`src/rtl/adc_spi_capture_pkg.sv`:
```
// Shared types and default sizing for the ADC SPI capture block.
package adc_spi_capture_pkg;

  localparam int unsigned ADC_DATA_W     = 12;
  localparam int unsigned ADC_FRAME_BITS = 16;
  localparam int unsigned ADC_QUIET_CYC  = 2;
  localparam int unsigned ADC_FIFO_DEPTH = 4;

  typedef enum logic [1:0] {
    StIdle,
    StShift,
    StTail,
    StQuiet
  } adc_state_e;

endpackage

```
`src/rtl/sync_fifo.sv`:
```
// Single-clock FIFO with synchronous active-high reset; Depth must be a power of 2 (>= 2).
module sync_fifo #(
  parameter int unsigned Width = 12,
  parameter int unsigned Depth = 4
) (
  input  logic             clk_i,
  input  logic             rst_i,
  input  logic             push_i,
  input  logic [Width-1:0] data_i,
  input  logic             pop_i,
  output logic [Width-1:0] data_o,
  output logic             full_o,
  output logic             empty_o
);

  localparam int unsigned AddrW = (Depth > 1) ? $clog2(Depth) : 1;

  logic [Width-1:0] mem_q [Depth];
  logic [Width-1:0] mem_d [Depth];
  logic [AddrW-1:0] wr_ptr_q, wr_ptr_d;
  logic [AddrW-1:0] rd_ptr_q, rd_ptr_d;
  logic [AddrW:0]   count_q, count_d;
  logic             do_push, do_pop;

  assign full_o  = (count_q == (AddrW+1)'(Depth));
  assign empty_o = (count_q == '0);
  assign data_o  = mem_q[rd_ptr_q];

  // A pop in the same cycle frees the slot, so push succeeds even when full.
  assign do_pop  = pop_i && !empty_o;
  assign do_push = push_i && (!full_o || do_pop);

  always_comb begin
    mem_d    = mem_q;
    wr_ptr_d = wr_ptr_q;
    rd_ptr_d = rd_ptr_q;
    count_d  = count_q;
    if (do_push) begin
      mem_d[wr_ptr_q] = data_i;
      wr_ptr_d        = wr_ptr_q + 1'b1;
    end
    if (do_pop) begin
      rd_ptr_d = rd_ptr_q + 1'b1;
    end
    case ({do_push, do_pop})
      2'b10:   count_d = count_q + 1'b1;
      2'b01:   count_d = count_q - 1'b1;
      default: count_d = count_q;
    endcase
  end

  always_ff @(posedge clk_i) begin
    if (rst_i) begin
      mem_q    <= '{default: '0};
      wr_ptr_q <= '0;
      rd_ptr_q <= '0;
      count_q  <= '0;
    end else begin
      mem_q    <= mem_d;
      wr_ptr_q <= wr_ptr_d;
      rd_ptr_q <= rd_ptr_d;
      count_q  <= count_d;
    end
  end

endmodule

```
`src/rtl/adc_spi_capture.sv`:
```
// Continuous serial ADC frame capture: drives CS_n, shifts SDATA on SCLK rising strobes,
// checks leading zeros and buffers samples in a small FIFO.
module adc_spi_capture
  import adc_spi_capture_pkg::*;
#(
  parameter int unsigned DATA_W     = ADC_DATA_W,
  parameter int unsigned FRAME_BITS = ADC_FRAME_BITS,
  parameter int unsigned QUIET_CYC  = ADC_QUIET_CYC,
  parameter int unsigned FIFO_DEPTH = ADC_FIFO_DEPTH
) (
  input  logic              clk_clk,
  input  logic              reset,
  input  logic              pe_sclk,
  input  logic              ne_sclk,
  input  logic              enable,
  input  logic              adc_sdata,
  output logic              adc_cs_n,
  output logic [DATA_W-1:0] out_data,
  output logic              out_valid,
  input  logic              out_ready,
  output logic              overrun,
  output logic              frame_err,
  input  logic              clr_flags
);

  localparam int unsigned BitCntW   = $clog2(FRAME_BITS);
  localparam int unsigned QuietCntW = (QUIET_CYC > 1) ? $clog2(QUIET_CYC) : 1;
  localparam logic [BitCntW-1:0]   LastBit   = BitCntW'(FRAME_BITS - 1);
  localparam logic [QuietCntW-1:0] LastQuiet = QuietCntW'(QUIET_CYC - 1);

  adc_state_e             state_q, state_d;
  logic                   cs_n_q, cs_n_d;
  logic [BitCntW-1:0]     bit_cnt_q, bit_cnt_d;
  logic [QuietCntW-1:0]   quiet_cnt_q, quiet_cnt_d;
  logic [FRAME_BITS-1:0]  shreg_q, shreg_d;
  logic                   push_q, push_d;
  logic                   overrun_q, overrun_d;
  logic                   frame_err_q, frame_err_d;
  logic                   ne_only;
  logic                   fifo_full, fifo_empty, fifo_pop;

  // A coincident rising strobe takes priority over the falling one.
  assign ne_only = ne_sclk && !pe_sclk;

  always_comb begin
    state_d     = state_q;
    cs_n_d      = cs_n_q;
    bit_cnt_d   = bit_cnt_q;
    quiet_cnt_d = quiet_cnt_q;
    shreg_d     = shreg_q;
    push_d      = 1'b0;
    unique case (state_q)
      StIdle: begin
        if (enable && ne_only) begin
          state_d   = StShift;
          cs_n_d    = 1'b0;
          bit_cnt_d = '0;
        end
      end
      StShift: begin
        if (pe_sclk) begin
          shreg_d   = {shreg_q[FRAME_BITS-2:0], adc_sdata};
          bit_cnt_d = bit_cnt_q + 1'b1;
          if (bit_cnt_q == LastBit) begin
            state_d = StTail;
            push_d  = 1'b1;
          end
        end
      end
      StTail: begin
        if (ne_only) begin
          state_d     = StQuiet;
          cs_n_d      = 1'b1;
          quiet_cnt_d = '0;
        end
      end
      StQuiet: begin
        if (ne_only) begin
          quiet_cnt_d = quiet_cnt_q + 1'b1;
          if (quiet_cnt_q == LastQuiet) begin
            if (enable) begin
              state_d   = StShift;
              cs_n_d    = 1'b0;
              bit_cnt_d = '0;
            end else begin
              state_d = StIdle;
            end
          end
        end
      end
      default: state_d = StIdle;
    endcase
  end

  // shreg is frozen outside StShift, so it still holds the completed word during push_q.
  always_comb begin
    overrun_d   = (overrun_q && !clr_flags) || (push_q && fifo_full && !fifo_pop);
    frame_err_d = (frame_err_q && !clr_flags) ||
                  (push_q && (|shreg_q[FRAME_BITS-1:DATA_W]));
  end

  always_ff @(posedge clk_clk) begin
    if (reset) begin
      state_q     <= StIdle;
      cs_n_q      <= 1'b1;
      bit_cnt_q   <= '0;
      quiet_cnt_q <= '0;
      shreg_q     <= '0;
      push_q      <= 1'b0;
      overrun_q   <= 1'b0;
      frame_err_q <= 1'b0;
    end else begin
      state_q     <= state_d;
      cs_n_q      <= cs_n_d;
      bit_cnt_q   <= bit_cnt_d;
      quiet_cnt_q <= quiet_cnt_d;
      shreg_q     <= shreg_d;
      push_q      <= push_d;
      overrun_q   <= overrun_d;
      frame_err_q <= frame_err_d;
    end
  end

  assign fifo_pop  = out_valid && out_ready;
  assign out_valid = !fifo_empty;
  assign adc_cs_n  = cs_n_q;
  assign overrun   = overrun_q;
  assign frame_err = frame_err_q;

  sync_fifo #(
    .Width(DATA_W),
    .Depth(FIFO_DEPTH)
  ) u_fifo (
    .clk_i  (clk_clk),
    .rst_i  (reset),
    .push_i (push_q),
    .data_i (shreg_q[DATA_W-1:0]),
    .pop_i  (fifo_pop),
    .data_o (out_data),
    .full_o (fifo_full),
    .empty_o(fifo_empty)
  );

endmodule
```
`config.mk`:
```
export PLATFORM = sky130hd
export DESIGN_NAME = adc_spi_capture
export DESIGN_NICKNAME = d
export VERILOG_FILES = /design/src/rtl/adc_spi_capture_pkg.sv /design/src/rtl/sync_fifo.sv /design/src/rtl/adc_spi_capture.sv
export SDC_FILE = /design/constraint.sdc
export NUM_CORES = 1
export LEC_CHECK = 0
export ABC_CLOCK_PERIOD_IN_PS = 1800
export BUFFER_PORTS_ARGS = -buffer_cell sky130_fd_sc_hd__buf_2
export CAP_MARGIN = 20
export CORE_ASPECT_RATIO = 0.7
export CORE_MARGIN = 2
export CORE_UTILIZATION = 50
export CTS_BUF_LIST = sky130_fd_sc_hd__clkbuf_4 sky130_fd_sc_hd__clkbuf_8
export DETAILED_ROUTE_END_ITERATION = 12
export GPL_TIMING_DRIVEN = 0
export PLACE_DENSITY_LB_ADDON = 0.25
export SLEW_MARGIN = 20
export SYNTH_ARGS = -nofsm -noshare
export SYNTH_HDL_FRONTEND = slang
export SYNTH_SLANG_ARGS = --single-unit
```
`constraint.sdc`:
```
create_clock -name clk_clk -period 1.8 [get_ports clk_clk]
set_input_delay 0.36 -clock clk_clk [delete_from_list [all_inputs] [get_ports clk_clk]]
set_output_delay 0.36 -clock clk_clk [all_outputs]
set_load 0.01 [all_outputs]
```
==> reports/results.ini <==
[cells_and_area]
layout_common_cells=dfxtp_1, nor2_1, mux2i_1
area_growth_pct=22.0
multiInputGateArea_sq_um=1890
register_area_sq_um=1660
final_common_cell=dfxtp_1
fill_cells=620
final_area_sq_um=4500
antenna_cells=0
final_net_count=431
layout-drive-gt1-share_pct=24.7

[yosys]
synth_largest_area_cell=dfxtp_1
synthTopCellsByArea=dfxtp_1, mux2i_1, mux4_2
ys.warnings.count=0
synth_cells=365
syn_area_sq_um=3690
synth_top_flop_cell=dfxtp_1
async_flop_share_pct=0
avgSynthCellArea_sq_um=10.1
synth-edff-count=0
synth_top_cell_area_share_pct=44.5
synth_cell_types=45
ys_ff_latch=82
synth_fp_nets=384
seq_area_frac_synth_pct=44.5

[worst_setup_path]
worstPathArrival_ns=1.58
crit_type=reg -> out
crit_family=multiplexers
worst_ep_required_time_ns=1.44
end_kind=output pin
critical-path-max-stage-delay_ns=0.55
startpoint_type=flip-flop
crit_buf_inv=2
path_cells=buf_12 -> mux4_2 -> buf_6
crit_fanout=9
slowest_stage=mux4_2

[floorplan]
ios=24
design.core.area_sq_um=7220
die_y_um=75.9
start_util_pct=51.1
dieArea_sq_um=8090
die_x_um=107
fp-row-count=26

[cts]
insertion_delay_ns=0.36
clk_pin_slew_ns=0.09
cts_buffers=9
cts_tree=yes
clockBufferDepth=2
cts-htree-levels=3
cts_sinks=82
cts_root_buffer=clkbuf_8

[pwr]
irDropWorstVdd_mv=0.513
power_per_cell_area_nw_per_um2=1040
power_leakage_nw=2.03

[grt]
grt_start_max_net_pins=15
grt_overflow=0
grt_pass1_vias=2563
antenna_found_initial=0
grtUsageTotal_pct=21.2
grt_first_pass_wirelength_mm=12.8

[outcome]
status=finished, violations left
violations=negative setup slack

[placed_design]
port_buffers=22
dpl_cell_area_sq_um=3930
gp_congestion=0.810
hpwl_mm=5.26

[drt]
avgRoutedWirePerCell_um=16.1
vias=2754
viasPerCell=5.35
drt_iter0_drc=95
wl_mm=8.31
drc=0
first_pass_iters=4
drtAntennaViolNets=0

[sta]
hold_ws_ns=0.238
slew_violations=0
fin_crit_ns=1.94
hold_viol=0
setup_viol_count_final=12
rsz0062_at_grt=yes
timing.fmax_ghz=0.514
fin_crit_sh_pct=108
fin_skew_ns=0.0113
relSlewSlack_pct=56.8
worst_slew_pin_slew_ns=0.649
setup_ws_ns=-0.144

[run]
maxCapViolCount=0

[min_path]
min_path_type=in -> reg

## state kept, by name (all words and copies together), names as in the netlist
name,flops
u_fifo.wr_ptr_q,2
overrun,1
push_q,1
u_fifo.rd_ptr_q,2
adc_cs_n,1
quiet_cnt_q,1
u_fifo.count_q,3
frame_err,1
u_fifo.mem_q,48
bit_cnt_q,4
shreg_q,16
state_q,2
## worst min-delay path: stages
cell     delay, ns
buf_2         0.10
nand2_1       0.05
a21oi_1       0.05
## power breakdown
part           internal, W  switching (W)
sequential         0.00190       0.000101
clock             0.000965       0.000694
combinational     0.000472       0.000554
## path summary, 6_finish.rpt
check / startpoint / to / slack (ns) / depth (start not counted)
worst max-delay path: u_fifo.rd_ptr_q[0]$_SDFFE_PP0N_ / out_data[8] / -0.14 / 3
worst min-delay path: adc_sdata / shreg_q[0]$_SDFFE_PP0P_ / 0.24 / 3
worst max register to register: u_fifo.count_q[0]$_SDFFE_PP0P_ / u_fifo.mem_q[4]$_SDFFE_PP0P_ / 0.05 / 6
worst min register to register: shreg_q[15]$_SDFFE_PP0P_ / shreg_q[15]$_SDFFE_PP0P_ / 0.47 / 2
## synth_stat cells (4+ instances only)
cell and instances:
a21oi_1 27, buf_12 4, clkbuf_1 12, dfxtp_1 82
ha_1 10, inv_1 9, mux2i_1 48, mux4_2 12
nand2_1 37, nand2b_1 5, nand3_1 5, nand3_4 4
nor2_1 58, o21ai_0 6
## stage by stage
stage	worst slack [ns]	setup TNS (ns)	total power [W]	cells	util (%)
final	-0.144	-1.15	0.00469	515	62.3
after global routing	-0.189	-1.76	0.00489	515	62.3
after CTS	-0.149	-1.26	0.00465	504	59.2
after detailed placement	-0.233	-2.85	0.00289	485	54.4
after global placement	-0.246	-2.25	0.00287	485	54.4
after floorplan	0.0438	0	0.00267	365	-
## metal layers
metal,vias up,wire [um],global-route usage (%)
met5,-,0,0
met3,13,512,4.96
li1,1357,-,-
met4,0,136,6.20
met2,63,3750,34.6
met1,1321,3910,28.6
## area by class of cell
cell class,count,share of cell area [%]
clock buffers,10,3.06
plain buffers,20,4.06
repair buffers,38,8.06
inverters,9,0.751
flip-flops and latches,82,36.8
well taps,98,2.72
multi-input cells,252,42.0
clock inverters,6,2.50
## timing repair
item,in CTS,in global routing
buffers inserted,4,8
setup endpoints to repair,20,62
pin swaps,0,5
gates cloned,0,4
endpoints found under the hold margin,0,0
resized for setup,19,19
hold buffers,0,0
## logic make-up after synthesis
| logic type | count (synthesis) | share of synthesized area (%) |
|---|---|---|
| AO/OA/AOI/OAI | 50 | 8.18 |
| XOR/XNOR | 4 | 0.950 |
| adder cells (fa/ha/maj) | 11 | 3.93 |
| buffers and inverters | 31 | 5.43 |
| flip-flops | 82 | 44.5 |
| multiplexers | 61 | 20.7 |
| AND/OR/NAND/NOR | 126 | 16.4 |
No activity file was read; power rests on OpenSTA's default activity.
